==> src/rtl/cpu_sequencer.sv <==
// cpu_sequencer: fetch/execute sequencer with an 8-bit accumulator datapath,
// acting as the master of a 16x8 RAM that has combinational reads and
// level-sensitive writes.
//
// Instruction word: IR[7:4] is the opcode; IR[3:0] is a RAM address or an immediate.
//
// Ports:
//   CLK           clock; all state changes on the rising edge
//   RST           synchronous, active-high reset
//   RUN           start request, sampled only while idle
//   RAM_ADDRESS   RAM address (registered)
//   RAM_DATA_IN   RAM write data (registered)
//   RAM_OPCODE    RAM command, 0 = read, 1 = write (registered)
//   RAM_DATA_OUT  RAM read data (combinational from the RAM)
//   OUT_DATA      output register, loaded by OUT
//   OUT_VALID     one-cycle strobe after OUT executes
//   HALTED        high while halted
//   FLAG_C        carry flag (ADD carry-out, SUB no-borrow)
//   FLAG_Z        zero flag
//
// state    | meaning
// ---------+-------------------------------------------------------
// ST_IDLE  | waiting for RUN; RAM_ADDRESS shows PC
// ST_FETCH | RAM_ADDRESS = PC; the IR is loaded and PC advances
// ST_EXEC  | RAM_ADDRESS = IR[3:0]; executes the instruction in IR
// ST_HALT  | parked after HLT until reset
module cpu_sequencer #(
  parameter logic [3:0] RESET_PC = 4'h0
) (
  input  logic       CLK,
  input  logic       RST,
  input  logic       RUN,
  output logic [3:0] RAM_ADDRESS,
  output logic [7:0] RAM_DATA_IN,
  output logic       RAM_OPCODE,
  input  logic [7:0] RAM_DATA_OUT,
  output logic [7:0] OUT_DATA,
  output logic       OUT_VALID,
  output logic       HALTED,
  output logic       FLAG_C,
  output logic       FLAG_Z
);

  typedef enum logic [1:0] {
    ST_IDLE  = 2'd0,
    ST_FETCH = 2'd1,
    ST_EXEC  = 2'd2,
    ST_HALT  = 2'd3
  } state_t;

  localparam logic [3:0] OP_LDA = 4'h1;
  localparam logic [3:0] OP_ADD = 4'h2;
  localparam logic [3:0] OP_SUB = 4'h3;
  localparam logic [3:0] OP_STA = 4'h4;
  localparam logic [3:0] OP_LDI = 4'h5;
  localparam logic [3:0] OP_JMP = 4'h6;
  localparam logic [3:0] OP_JC  = 4'h7;
  localparam logic [3:0] OP_JZ  = 4'h8;
  localparam logic [3:0] OP_OUT = 4'hE;
  localparam logic [3:0] OP_HLT = 4'hF;

  state_t     state, state_n;
  logic [3:0] pc, pc_n;
  logic [7:0] ir, ir_n;
  logic [7:0] acc, acc_n;
  logic       flag_c, flag_c_n;
  logic       flag_z, flag_z_n;
  logic [7:0] out_data, out_data_n;
  logic       out_valid, out_valid_n;
  logic       halted, halted_n;
  logic [3:0] ram_addr, ram_addr_n;
  logic [7:0] ram_din, ram_din_n;
  logic       ram_op, ram_op_n;
  logic [8:0] sum9;

  always_ff @(posedge CLK) begin
    if (RST) begin
      state     <= ST_IDLE;
      pc        <= RESET_PC;
      ir        <= 8'h00;
      acc       <= 8'h00;
      flag_c    <= 1'b0;
      flag_z    <= 1'b0;
      out_data  <= 8'h00;
      out_valid <= 1'b0;
      halted    <= 1'b0;
      ram_addr  <= RESET_PC;
      ram_din   <= 8'h00;
      ram_op    <= 1'b0;
    end else begin
      state     <= state_n;
      pc        <= pc_n;
      ir        <= ir_n;
      acc       <= acc_n;
      flag_c    <= flag_c_n;
      flag_z    <= flag_z_n;
      out_data  <= out_data_n;
      out_valid <= out_valid_n;
      halted    <= halted_n;
      ram_addr  <= ram_addr_n;
      ram_din   <= ram_din_n;
      ram_op    <= ram_op_n;
    end
  end

  // The RAM-side signals are computed for the state being entered. They are
  // registered, so they stay stable for the whole cycle, including the STA
  // write cycle.
  always_comb begin
    state_n     = state;
    pc_n        = pc;
    ir_n        = ir;
    acc_n       = acc;
    flag_c_n    = flag_c;
    flag_z_n    = flag_z;
    out_data_n  = out_data;
    out_valid_n = 1'b0;
    halted_n    = halted;
    ram_addr_n  = pc;
    ram_din_n   = ram_din;
    ram_op_n    = 1'b0;
    sum9        = 9'h000;

    case (state)
      ST_IDLE: begin
        if (RUN) state_n = ST_FETCH;
      end

      ST_FETCH: begin
        ir_n       = RAM_DATA_OUT;
        pc_n       = pc + 4'd1;
        state_n    = ST_EXEC;
        ram_addr_n = RAM_DATA_OUT[3:0];
        // A store is decoded one edge early, so the write strobe comes
        // straight from a flop during EXEC.
        if (RAM_DATA_OUT[7:4] == OP_STA) begin
          ram_op_n  = 1'b1;
          ram_din_n = acc;
        end
      end

      ST_EXEC: begin
        state_n = ST_FETCH;
        case (ir[7:4])
          OP_LDA: acc_n = RAM_DATA_OUT;
          OP_ADD: begin
            sum9     = {1'b0, acc} + {1'b0, RAM_DATA_OUT};
            acc_n    = sum9[7:0];
            flag_c_n = sum9[8];
            flag_z_n = (sum9[7:0] == 8'h00);
          end
          OP_SUB: begin
            sum9     = {1'b0, acc} + {1'b0, ~RAM_DATA_OUT} + 9'd1;
            acc_n    = sum9[7:0];
            flag_c_n = sum9[8];
            flag_z_n = (sum9[7:0] == 8'h00);
          end
          OP_LDI: acc_n = {4'h0, ir[3:0]};
          OP_JMP: pc_n = ir[3:0];
          OP_JC:  if (flag_c) pc_n = ir[3:0];
          OP_JZ:  if (flag_z) pc_n = ir[3:0];
          OP_OUT: begin
            out_data_n  = acc;
            out_valid_n = 1'b1;
          end
          OP_HLT: begin
            state_n  = ST_HALT;
            halted_n = 1'b1;
          end
          default: ;
        endcase
        // The next FETCH uses the updated PC, so a taken jump has no delay slot.
        ram_addr_n = pc_n;
      end

      ST_HALT: begin
        state_n = ST_HALT;
      end

      default: state_n = ST_IDLE;
    endcase
  end

  assign RAM_ADDRESS = ram_addr;
  assign RAM_DATA_IN = ram_din;
  assign RAM_OPCODE  = ram_op;
  assign OUT_DATA    = out_data;
  assign OUT_VALID   = out_valid;
  assign HALTED      = halted;
  assign FLAG_C      = flag_c;
  assign FLAG_Z      = flag_z;

endmodule

==> config.mk <==
export PLATFORM = sky130hd
export DESIGN_NAME = cpu_sequencer
export DESIGN_NICKNAME = d
export VERILOG_FILES = /design/src/rtl/cpu_sequencer.sv
export SDC_FILE = /design/constraint.sdc
export NUM_CORES = 1
export LEC_CHECK = 0
export ABC_AREA = 0
export BUFFER_PORTS_ARGS = -buffer_cell sky130_fd_sc_hd__clkbuf_2
export CORE_ASPECT_RATIO = 0.9
export CORE_MARGIN = 2
export CORE_UTILIZATION = 45
export DETAILED_ROUTE_END_ITERATION = 6
export PLACE_DENSITY = 0.73
export SYNTH_ARGS = -nofsm -noshare
export SYNTH_HDL_FRONTEND = slang
export SYNTH_SLANG_ARGS = --single-unit
==> constraint.sdc <==
create_clock -name CLK -period 2.9 [get_ports CLK]
set_input_delay 0.145 -clock CLK [delete_from_list [all_inputs] [get_ports CLK]]
set_output_delay 0.145 -clock CLK [all_outputs]
set_load 0.005 [all_outputs]
==> flow_metrics.env <==
export IMPL_p_int_uw=1010
export IMPL_path_max_fanout=6
export IMPL_p_clk_share_pct=27.7
export IMPL_synth_area_um2=2910
export IMPL_grt_pass1_wl_um=12100
export IMPL_core_area_um2=6180
export IMPL_fp_dieH_um=80.3
export IMPL_seqPwrFrac_pct=48.9
export IMPL_worst_setup_path_type="flop to flop"
export IMPL_combPwrFrac_pct=23.5
export IMPL_cp_common_cell="o31ai_1"
export IMPL_switchingPower_uw=509
export IMPL_cts_tree="done"
export IMPL_worstSetupStartpointType="flop"
export IMPL_io_pins=36
export IMPL_hp_class="input pin to flop"
export IMPL_insertion_delay_ps=310
export IMPL_start_util_pct=47.1
export IMPL_grt_start_max_net_pins=27
export IMPL_drc_errors=0
export IMPL_routed_via_density=5.85
export IMPL_grt_pass1_vias=2454
export IMPL_drv_slew=0
export IMPL_total_leakage_power_uw=0.00125
export IMPL_ant_nets=0
export IMPL_nets=405
export IMPL_overflow=0
export IMPL_r2r_slack_ps=470
export IMPL_finalSetupViolCount=0
export IMPL_synth_xor_area_share_pct=2.10
export IMPL_relSlewSlack_pct=51.7
export IMPL_post_layout_nonfiller_instances=459
export IMPL_synthTopCellsByArea="dfxtp_1 (32%), ha_1 (9.0%), mux2i_1 (8.6%)"
export IMPL_dp_hpwl_um=5420
export IMPL_synth_fa_ha_area_share_pct=10.4
export IMPL_ir_drop_mv=0.266
export IMPL_drt_iter0_drc=298
export IMPL_post_cts_resize_count=0
export IMPL_cp_arrival_ps=2680
export IMPL_ys_types=62
export IMPL_htreeDepth=2
export IMPL_finalCriticalPeriod_ps=2430
export IMPL_first_pass_iters=5
export IMPL_numPortBuffers=35
export IMPL_gp_congestion=0.957
export IMPL_track_usage_pct=21.7
export IMPL_yosysTopAreaCellShare_pct=32.3
export IMPL_hold_slack_ps=171
export IMPL_max_freq_mhz=411
export IMPL_muxShareOfSynthArea_pct=8.98
export IMPL_synth_area_per_cell_um2=8.52
export IMPL_path_buf_inv=0
export IMPL_die_area_um2=7130
export IMPL_synthSimpleGateAreaFrac_pct=21.0
export IMPL_skew_ps=11.1
export IMPL_via_count=2685
export IMPL_yosys_warnings=0
export IMPL_status="complete, no violations"
export IMPL_crit_chain="ha_1 > nor2b_2 > o31ai_1 > mux2i_1 > o2111ai_1 > o31ai_1 > o21bai_1"
export IMPL_syn_inst=342
export IMPL_cts_clk_slew_worst_paths_ps=100
export IMPL_yosysTopAreaCell="dfxtp_1"
export IMPL_crit_slowest_cell="dfxtp_1"
export IMPL_synth_compound_area_share_pct=19.8
export IMPL_die_width_um=88.8
export IMPL_root_buffer="clkbuf_8"
export IMPL_setup_tns_ps=0
export IMPL_postCtsHoldBufs=0
export IMPL_post_route_period_util_pct=83.8
export IMPL_antenna_found_initial=0
export IMPL_ys_flop_type="dfxtp_1"
export IMPL_hold_violations=0
export IMPL_end_kind="flop"
export IMPL_drv_cap=0
export IMPL_ys_seq_area_share_pct=32.3
export IMPL_wl_per_cell_um=15.9
export IMPL_async_reset_ff_share_pct=0
export IMPL_final_layout_size_suffix_gt1_share_pct=14.5
export IMPL_worstMarginPinSlew_ps=722
export IMPL_cts_buffers=5
export IMPL_synth_edff_count=0
export IMPL_syn_to_final_growth_pct=10.7
export IMPL_clock_tree_buffer_depth=2
export IMPL_rows=27
export IMPL_syn_nets=376
export IMPL_clock_sinks=47
export IMPL_cpPeakStageDelay_ps=530
export IMPL_dp_cells=451
export IMPL_netSwitchingFraction_pct=33.6
export IMPL_crit_family="compound AO/OA/AOI/OAI gates"
export IMPL_required_ps=3150
export IMPL_drt_total_wl_um=7290
export IMPL_postCtsSetupRepairBufs=0
export IMPL_synth_seq_cells=47
export IMPL_rsz0062_at_grt="false"
export IMPL_powerDensity_nw_per_um2=470
export IMPL_synth_top_family_by_area="simple AND/OR/NAND/NOR gates"
export IMPL_diodes=0
layer usage:
| metal | share of wire, % | global-route usage (%) | vias to the layer above |
|---|---|---|---|
| met1 | 48 | 31.8 | 1264 |
| li1 | - | - | 1289 |
| met5 | 0 | 0 | - |
| met3 | 6.9 | 4.11 | 14 |
| met2 | 44 | 31.9 | 118 |
| met4 | 1.4 | 6.52 | 0 |
flip-flops by register name, summed over array words and instances (netlist names):
register     count
OUT_DATA         8
ir               8
state            2
RAM_OPCODE       1
pc               4
HALTED           1
OUT_VALID        1
acc              8
FLAG_Z           1
RAM_DATA_IN      8
FLAG_C           1
RAM_ADDRESS      4
cells in the final DEF, fill, tap and decap left out, drive strengths merged, types with 2 or more instances in the layout:
cell    Yosys  layout
nor2       50      50
dfxtp      47      47
clkbuf      8      41
mux2i      25      25
inv        22      23
ha         21      21
a21oi      18      18
o21ai      18      18
a211oi     15      15
nor3       15      15
nand2       8       8
nor2b       8       8
nand2b      7       7
o21a        6       6
nand3       6       6
or3         5       5
xnor2       5       5
a22oi       4       4
a31oi       3       3
o31a        2       2
a221oi      2       2
o32ai       2       2
a2111o      2       2
nor4        2       2
nand4       2       2
o31ai       2       2
xor2        2       2
o21bai      2       2
and4b       2       2
nor3b       2       2
fa          2       2
buf         7       2
or3b        2       2
worst paths after layout:
| check | from | end | cells after the start |
|---|---|---|---|
| max | acc[1] | FLAG_Z | 7 |
| min | RAM_DATA_OUT[6] | ir[6] | 3 |
| max reg2reg | acc[1] | FLAG_Z | 7 |
| min reg2reg | HALTED | HALTED | 2 |
through the flow:
| step | area [µm²] | setup WS, ps | util, % | power [µW] |
|---|---|---|---|---|
| after floorplan | 2910 | 826 | - | 1010 |
| after global placement | 3140 | 560 | 50.7 | 1090 |
| after detailed placement | 3140 | 520 | 50.7 | 1100 |
| after CTS | 3230 | 489 | 52.2 | 1520 |
| after global routing | 3230 | 246 | 52.2 | 1600 |
| final | 3230 | 469 | 52.2 | 1520 |
cells in the mapped netlist, drive strengths merged (7+ instances only):
| cell type | count |
|---|---|
| buf | 7 |
| nand2 | 8 |
| nor3 | 15 |
| nor2b | 8 |
| inv | 22 |
| a211oi | 15 |
| a21oi | 18 |
| nand2b | 7 |
| nor2 | 50 |
| o21ai | 18 |
| dfxtp | 47 |
| mux2i | 25 |
| ha | 21 |
| clkbuf | 8 |
power groups by stage:
stage          combinational, µW  sequential (µW)  clock, µW
2_1_floorplan                270              736          0
4_1_cts                      351              739        430
6_report                     355              741        419
3_3_place_gp                 340              752          0
3_5_place_dp                 348              754          0
5_1_grt                      396              750        451
final cells by class:
class	instances	area (µm²)
fillers	573	2960
multi-input cells	258	1810
flip-flops and latches	47	941
repair buffers	37	190
well taps	87	109
inverters	22	82.6
clock buffers	6	72.6
clock inverters	2	16.3
tightest hold or removal path, delay by kind of cell:
family        cells  cell delay, ps
buf+inv           1             140
mux               1              90
simple gates      1              70
cells by family (layout without fill, tap and decap cells):
group	count (synthesis)	count (layout)
AOI/OAI and AO/OA	85	85
xor gates and xnor gates	7	7
adders and majority gates	23	23
buffers and inverters	37	67
DFF	47	47
muxes	26	26
and+or+nand+nor	117	117
Note: power is estimated with default switching activity, not from simulation.
